===== config.mk =====
export PLATFORM = sky130hd
export DESIGN_NAME = alsu_mc
export DESIGN_NICKNAME = d
export VERILOG_FILES = /design/src/rtl/alsu_mc.sv
export SDC_FILE = /design/constraint.sdc
export NUM_CORES = 1
export LEC_CHECK = 0
export BUFFER_PORTS_ARGS = -buffer_cell sky130_fd_sc_hd__clkbuf_2
export CORE_MARGIN = 2
export CORE_UTILIZATION = 59
export CTS_CLUSTER_SIZE = 40
export DETAILED_ROUTE_END_ITERATION = 10
export GPL_TIMING_DRIVEN = 0
export PLACE_DENSITY = 0.81
export SLEW_MARGIN = 10
export SYNTH_ARGS = -nofsm -noshare
export SYNTH_HDL_FRONTEND = slang
export SYNTH_SLANG_ARGS = --single-unit

===== constraint.sdc =====
create_clock -name clk -period 3.9 [get_ports clk]
set_clock_uncertainty 0.1 [all_clocks]
set_input_delay 0.78 -clock clk [delete_from_list [all_inputs] [get_ports clk]]
set_output_delay 0.78 -clock clk [all_outputs]
set_load 0.01 [all_outputs]

===== src/rtl/alsu_mc.sv =====
// rtl/alsu_mc.sv - parametrised multi-cycle ALSU with valid/ready input and shift-add multiplier
module alsu_mc #(
  parameter int    WIDTH          = 8,
  parameter string INPUT_PRIORITY = "A",
  parameter string FULL_ADDER     = "ON",
  parameter int    LED_W          = 16
) (
  input  logic               clk,
  input  logic               rst_n,
  input  logic               in_valid,
  output logic               in_ready,
  input  logic [WIDTH-1:0]   A,
  input  logic [WIDTH-1:0]   B,
  input  logic [2:0]         opcode,
  input  logic               cin,
  input  logic               serial_in,
  input  logic               red_op_A,
  input  logic               red_op_B,
  input  logic               bypass_A,
  input  logic               bypass_B,
  input  logic               direction,
  output logic               out_valid,
  output logic [2*WIDTH-1:0] out,
  output logic [LED_W-1:0]   leds
);

  localparam int OW = 2 * WIDTH;
  localparam int CW = (WIDTH > 2) ? $clog2(WIDTH) : 1;

  // Resolved parameter choices; an unrecognised value makes the affected result hold.
  localparam bit PRI_A  = (INPUT_PRIORITY == "A");
  localparam bit PRI_OK = PRI_A || (INPUT_PRIORITY == "B");
  localparam bit FA_ON  = (FULL_ADDER == "ON");
  localparam bit FA_OK  = FA_ON || (FULL_ADDER == "OFF");

  typedef enum logic {S_IDLE, S_MUL} state_t;

  state_t            state_q, state_d;
  logic [OW-1:0]     out_q, out_d;
  logic              out_valid_q, out_valid_d;
  logic [LED_W-1:0]  leds_q, leds_d;
  logic [OW-1:0]     mcand_q, mcand_d;
  logic [WIDTH-1:0]  mplier_q, mplier_d;
  logic [OW-1:0]     acc_q, acc_d;
  logic [CW-1:0]     cnt_q, cnt_d;

  logic [WIDTH:0]    sum;
  logic [WIDTH-1:0]  red_x;
  logic [WIDTH-1:0]  byp_x;
  logic [OW-1:0]     acc_next;
  logic              red_any;

  assign sum      = {1'b0, A} + {1'b0, B} + {{WIDTH{1'b0}}, cin & FA_ON};
  assign red_x    = (red_op_A && (!red_op_B || PRI_A)) ? A : B;
  assign byp_x    = (bypass_A && (!bypass_B || PRI_A)) ? A : B;
  assign red_any  = red_op_A | red_op_B;
  assign acc_next = acc_q + (mplier_q[0] ? mcand_q : '0);

  assign in_ready  = (state_q == S_IDLE);
  assign out_valid = out_valid_q;
  assign out       = out_q;
  assign leds      = leds_q;

  // State and datapath registers; reset also abandons any multiply in flight.
  always_ff @(posedge clk or negedge rst_n) begin
    if (!rst_n) begin
      state_q     <= S_IDLE;
      out_q       <= '0;
      out_valid_q <= 1'b0;
      leds_q      <= '0;
      mcand_q     <= '0;
      mplier_q    <= '0;
      acc_q       <= '0;
      cnt_q       <= '0;
    end else begin
      state_q     <= state_d;
      out_q       <= out_d;
      out_valid_q <= out_valid_d;
      leds_q      <= leds_d;
      mcand_q     <= mcand_d;
      mplier_q    <= mplier_d;
      acc_q       <= acc_d;
      cnt_q       <= cnt_d;
    end
  end

  // Next state: evaluate an accepted request (bypass > invalid > opcode) or step the multiplier.
  always_comb begin
    state_d     = state_q;
    out_d       = out_q;
    out_valid_d = 1'b0;
    leds_d      = leds_q;
    mcand_d     = mcand_q;
    mplier_d    = mplier_q;
    acc_d       = acc_q;
    cnt_d       = cnt_q;
    case (state_q)
      S_IDLE: begin
        if (in_valid) begin
          out_valid_d = 1'b1;
          if (bypass_A || bypass_B) begin
            if (!(bypass_A && bypass_B && !PRI_OK)) begin
              out_d  = {{WIDTH{1'b0}}, byp_x};
              leds_d = '0;
            end
          end else if (opcode[2:1] == 2'b11 ||
                       (red_any && opcode inside {[3'b010:3'b101]})) begin
            out_d  = '0;
            leds_d = ~leds_q;
          end else begin
            case (opcode)
              3'b000, 3'b001: begin
                if (red_any) begin
                  if (!(red_op_A && red_op_B && !PRI_OK)) begin
                    out_d  = {{(OW-1){1'b0}}, opcode[0] ? ^red_x : &red_x};
                    leds_d = '0;
                  end
                end else begin
                  out_d  = {{WIDTH{1'b0}}, opcode[0] ? (A ^ B) : (A & B)};
                  leds_d = '0;
                end
              end
              3'b010: begin
                if (FA_OK) begin
                  out_d  = {{(WIDTH-1){1'b0}}, sum};
                  leds_d = '0;
                end
              end
              3'b011: begin
                out_valid_d = 1'b0;
                state_d     = S_MUL;
                mcand_d     = {{WIDTH{1'b0}}, A};
                mplier_d    = B;
                acc_d       = '0;
                cnt_d       = '0;
              end
              3'b100: begin
                out_d  = direction ? {out_q[OW-2:0], serial_in}
                                   : {serial_in, out_q[OW-1:1]};
                leds_d = '0;
              end
              3'b101: begin
                out_d  = direction ? {out_q[OW-2:0], out_q[OW-1]}
                                   : {out_q[0], out_q[OW-1:1]};
                leds_d = '0;
              end
              default: ;
            endcase
          end
        end
      end
      S_MUL: begin
        acc_d    = acc_next;
        mcand_d  = {mcand_q[OW-2:0], 1'b0};
        mplier_d = {1'b0, mplier_q[WIDTH-1:1]};
        cnt_d    = cnt_q + 1'b1;
        if (cnt_q == CW'(WIDTH - 1)) begin
          out_d       = acc_next;
          out_valid_d = 1'b1;
          leds_d      = '0;
          state_d     = S_IDLE;
        end
      end
      default: state_d = S_IDLE;
    endcase
  end

endmodule

# --- Word level (Yosys, flattened, before mapping) ---
# Index checks and enable logic that the tools add are counted.
# Widths: inputs -> output; s select.
word_totals:
  ff_bits: 77
  input_bits: 29
classes:
  n_addsub: 4
  n_lt_le_gt_ge: 2
  n_eq_ne: 14
  muxes: 52
  bitwise: 5
  n_reduce_logical: 12
op_table:
  columns: ["operator", "n"]
  rows:
  - ["$mux 16", 20]
  - ["$pmux 16 s2", 4]
  - ["$mux 8", 8]
  - ["$pmux 16 s4", 1]
  - ["$add 16x16->16", 1]
  - ["$not 16->16", 1]
  - ["$pmux 8 s2", 1]
  - ["$mux 3", 4]
  - ["$mux 1", 11]
  - ["$add 8x8->9", 1]
  - ["$add 9x1->9", 1]
  - ["$eq 3x3->1 const B", 3]
  - ["$and 8x8->8", 1]
  - ["$reduce_and 8->1", 1]
  - ["$reduce_xor 8->1", 1]
  - ["$xor 8x8->8", 1]
  - ["$ne 7x1->1 const B", 1]
  - ["$eq 3x2->1 const B", 2]
  - ["$ne 2x2->1 const B", 3]
  - ["$pmux 3 s2", 1]
  - ["$reduce_and 3->1", 2]
  - ["$reduce_or 5->1", 1]
  - ["$ne 2x1->1 const B", 2]
  - ["$ne 4x2->1 const B", 1]
  - ["13 further kinds", 16]

# --- Longest topological paths before layout ---
depth:
  ltp_word: 9
  depth_mapped: 10
  ltp_nobuf: 9

# --- Least setup slack after synthesis ---
# OpenSTA, ideal clock, no wires.
synth_path:
  path_kind: "input -> register"
  from: "in A[0]"
  to: "reg out_q[8], in the netlist out[8]"
  arrival_time_ps: 2540
  required_ps: 3674
  slack_ps: 1134
  path_stages: 8
  path_cell_list: "fa_1 > fa_1 > a211oi_1 > o21ai_0 > a31oi_1 > o22ai_1 > a221oi_1 > nor2_1"
synth_between:
  elab_chain_len: 7
synth_rtl:
  columns: ["element", "line", "text"]
  rows:
  - ["start, declared", "12", "input logic [WIDTH-1:0] A,"]
  - ["$add 8x8->9", "53", "assign sum = {1'b0, A} + {1'b0, B} + {{WIDTH{1'b0}}, cin & FA_ON};"]
  - ["$add 9x1->9", "53", null]
  - ["$pmux 16 s4", "111", "case (opcode)"]
  - ["$mux 16", "106", "end else if (opcode[2:1] == 2'b11 ||"]
  - ["$mux 16", "101", "if (bypass_A || bypass_B) begin"]
  - ["$mux 16", "99", "if (in_valid) begin"]
  - ["$pmux 16 s2", "97", "case (state_q)"]
  - ["end signal, assigned", "77", "out_q <= out_d;"]
  - ["end, declared", "39", "logic [OW-1:0] out_q, out_d;"]
# No other way between the ends. The select of a mux whose other input is x is not followed.
# A chain may end at the register's enable or synchronous reset.

# --- Worst setup path after layout ---
layout_path:
  from: "reg mplier_q[0]"
  to: "reg out_q[14], in the netlist out[14]"
layout_between:
  elab_chain_len: 4
layout_rtl:
  columns: ["element", "line", "text"]
  rows:
  - ["start, declared", "43", "logic [WIDTH-1:0] mplier_q, mplier_d;"]
  - ["start signal, assigned", "81", "mplier_q <= mplier_d;"]
  - ["$mux 16", "57", "assign acc_next = acc_q + (mplier_q[0] ? mcand_q : '0);"]
  - ["$add 16x16->16", "57", null]
  - ["$mux 16", "157", "if (cnt_q == CW'(WIDTH - 1)) begin"]
  - ["$pmux 16 s2", "97", null]
# No other way between the ends. The select of a mux whose other input is x is not followed.

==> run metrics <==
status=finished, final reports clean; post-synthesis cell count=581; pins over their slew limit=0; standby leakage power=2.82 nW; vias in the first global route=4,737; number of clock buffers inserted by TritonCTS=9; Synth Warn #=0; required arrival time at the worst endpoint=4.08 ns; Die X-Extent=98.5 µm; final routed wirelength across all metal layers=14,900 µm; worst hold slack after final layout=0.251 ns; drt drc=0; power density cells=546 nW/µm²; area grow syn2layout=12.3%; kind of cell adding the most delay to the critical path=compound AO/OA/AOI/OAI gates; setup slack of the most critical reg-to-reg path=0.75 ns; number of antenna violations at the first check in global routing=0; clock tree sinks=77; startpoint-to-endpoint class of the critical path=reg -> reg; Routability Congestion=0.976; unrepaired setup endpoints after global routing=false; post-cts repair resize count=0; I/O pin count=63; top-area cell type share of the netlist area=36.6%; post-route antenna net violation count=0; fmax=318 MHz; Total Negative Setup Slacks=0 ns; most frequent cells in the layout=sky130_fd_sc_hd__nand2_1 (98), sky130_fd_sc_hd__dfrtp_1 (77), sky130_fd_sc_hd__o21ai_0 (68); floorplan core area=8680 µm²; maximum VDD drop=0.325 mV; nature of the critical path startpoint=flop; register clock-pin slew on the reported worst setup and hold paths=0.09 ns; slowest CP cell=sky130_fd_sc_hd__dfrtp_1; standard-cell rows=34; most frequent standard cell in the layout excluding fill and tap cells=sky130_fd_sc_hd__nand2_1; Mean Syn Cell Area=9.06 µm²; Data arrival, critical path=3.32 ns; clock group share of total power=17.6%; number of setup buffers added after CTS=0; final critical path time including I/O delays and setup=3.15 ns; portion of the post-synthesis area used by sequential elements=36.6%; die height=98.5 µm; overall die area=9700 µm²; switching share of total power=42.7%; effective utilization at floorplan=60.7%; sequential share of power=40.5%; Post-Syn Area=5270 µm²; number of buffers inserted by port buffering=60; critical path peak fanout=8; Routed wire per std cell=19.4 µm; CTS tree=done; Total Nets Final=714; actual transition at the worst max-transition pin=0.655 ns; residual overflow from global routing=0; final cell area excluding filler cells=5910 µm²; Mapped Nets=642; number of max-cap violations=0; cell-by-cell trace of the critical path=and2_1 > ha_1 > fa_1 > a21o_1 > a221oi_2 > o211ai_2 > a41oi_1 > mux2_2 > a31oi_1; GRT Resource Usage Total=31.3%; post-place instance area=5730 µm²; number of buffers on the longest clock path=2; share of the clock period used by the worst path after layout=80.7%; Primary FF master, synth=sky130_fd_sc_hd__dfrtp_1; internal power=1.85 mW; number of vias per cell=6.30; flip-flop and latch count after synthesis=77; post-synthesis async set-or-reset flop share=100%; number of search-and-repair iterations in the first detailed-routing pass=5; count of H-tree levels built during CTS=3; first-pass GRT wire length=23,900 µm; vias=4,825; library cell with the largest summed area after synthesis=sky130_fd_sc_hd__dfrtp_1; path category of the worst min-delay check=in -> async; CP peak stage delay=0.48 ns; count of endpoints failing setup in the final report=0; normalized max-slew margin=56.2%; fraction of layout instances using a drive strength above 1=19.8%; EDFF count, synth=0; number of failing hold endpoints at the final stage=0; cts hold-fix bufs=0; Filler cells=703; library cells used by synthesis=67; Critical path buffers and inverters=0; clock insertion delay at the later pin of the skew report=0.36 ns; number of DRC markers in iteration 0=355; number of antenna diodes=0; Detailed Place HPWL=11,300 µm; switching power of the nets=1.38 mW; overall power of the completed layout=3.23 mW; combinational group share of total power=41.9%; largest net degree at the start of global routing=54; cell at the root of the clock tree=sky130_fd_sc_hd__clkbuf_8; main area contributors after synthesis=sky130_fd_sc_hd__dfrtp_1 (37%), sky130_fd_sc_hd__nand2_1 (7.0%), sky130_fd_sc_hd__ha_1 (6.9%), sky130_fd_sc_hd__o21ai_0 (6.5%), sky130_fd_sc_hd__mux2i_1 (5.3%); type of destination of the critical path=flop
## synthesized netlist by cell type, drive strengths merged, types with 2 or more instances
cell,count
o31ai,2
clkbuf,14
a22o,4
nor2b,6
nor2,32
xnor2,12
nand2,99
inv,7
and3,7
buf,18
o21ai,74
a211oi,10
mux2,18
a221oi,5
o22ai,7
a22oi,3
or2,2
a21o,6
o2111ai,2
a221o,4
and2,16
nand4,3
ha,29
mux2i,28
a2111oi,3
o211ai,3
nand3,10
a21oi,31
dfrtp,77
a31oi,11
nor3b,2
nor3,4
o21a,2
xor2,7
o21bai,4
nand2b,5
fa,3
## path summary, 6_finish.rpt
path | startpoint | endpoint | cells after the start
min in group clk | leds[8] | leds[8] | 1
worst min register to register | leds[8] | leds[8] | 1
worst max register to register | mplier_q[0] | out[14] | 9
worst min-delay path | rst_n | out[11] | 1
worst max-delay path | mplier_q[0] | out[14] | 9
max in group asynchronous | rst_n | leds[6] | 2
## metal layers
layer / vias up / GRT usage [%] / wire length [µm]
li1: 2246 / - / -
met5: - / 0 / 0
met3: 47 / 5.67 / 1130
met4: 0 / 15.5 / 626
met1: 2290 / 40.7 / 6130
met2: 242 / 50.6 / 6990
## stage by stage
step	util [%]	instances	worst slack (ns)
final	68.1	766	0.754
after global routing	68.1	766	0.646
after CTS	68.1	766	0.788
after global placement	65.7	749	0.595
after detailed placement	66.0	750	0.576
after floorplan	-	581	1.13
## flip-flops by register name, indices dropped and copies added (netlist names)
signal,count
leds,16
out,16
cnt_q,3
mplier_q,8
state_q,1
mcand_q,16
out_valid,1
acc_q,16
## kinds of logic (layout without fill, tap and decap cells)
| group | count (synthesis) | in the layout | synth area share (%) |
|---|---|---|---|
| simple gates | 190 | 190 | 17.1 |
| compound gates | 178 | 178 | 22.0 |
| buf+inv | 39 | 116 | 3.99 |
| xor+xnor | 19 | 19 | 3.16 |
| mux | 46 | 46 | 9.17 |
| fa+ha+maj | 32 | 32 | 8.03 |
| flops | 77 | 77 | 36.6 |
## power groups by stage
stage / registers (mW) / logic (mW) / clock network, mW
after floorplan: 1.28 / 0.890 / 0
after global placement: 1.29 / 1.28 / 0
after detailed placement: 1.31 / 1.33 / 0
after CTS: 1.30 / 1.34 / 0.571
after global routing: 1.34 / 1.50 / 0.608
final: 1.31 / 1.35 / 0.570
## area by class of cell
cell class	count	area (µm²)	area share, %
Tap cell	108	135	2.29
Clock buffer	9	124	2.09
Sequential cell	77	1930	32.6
Buffer	32	184	3.11
Clock inverter	7	58.8	0.994
Multi-Input combinational cell	465	3130	52.9
Inverter	7	26.3	0.444
Timing Repair Buffer	61	330	5.59
Power figures use the tool's default switching activity.
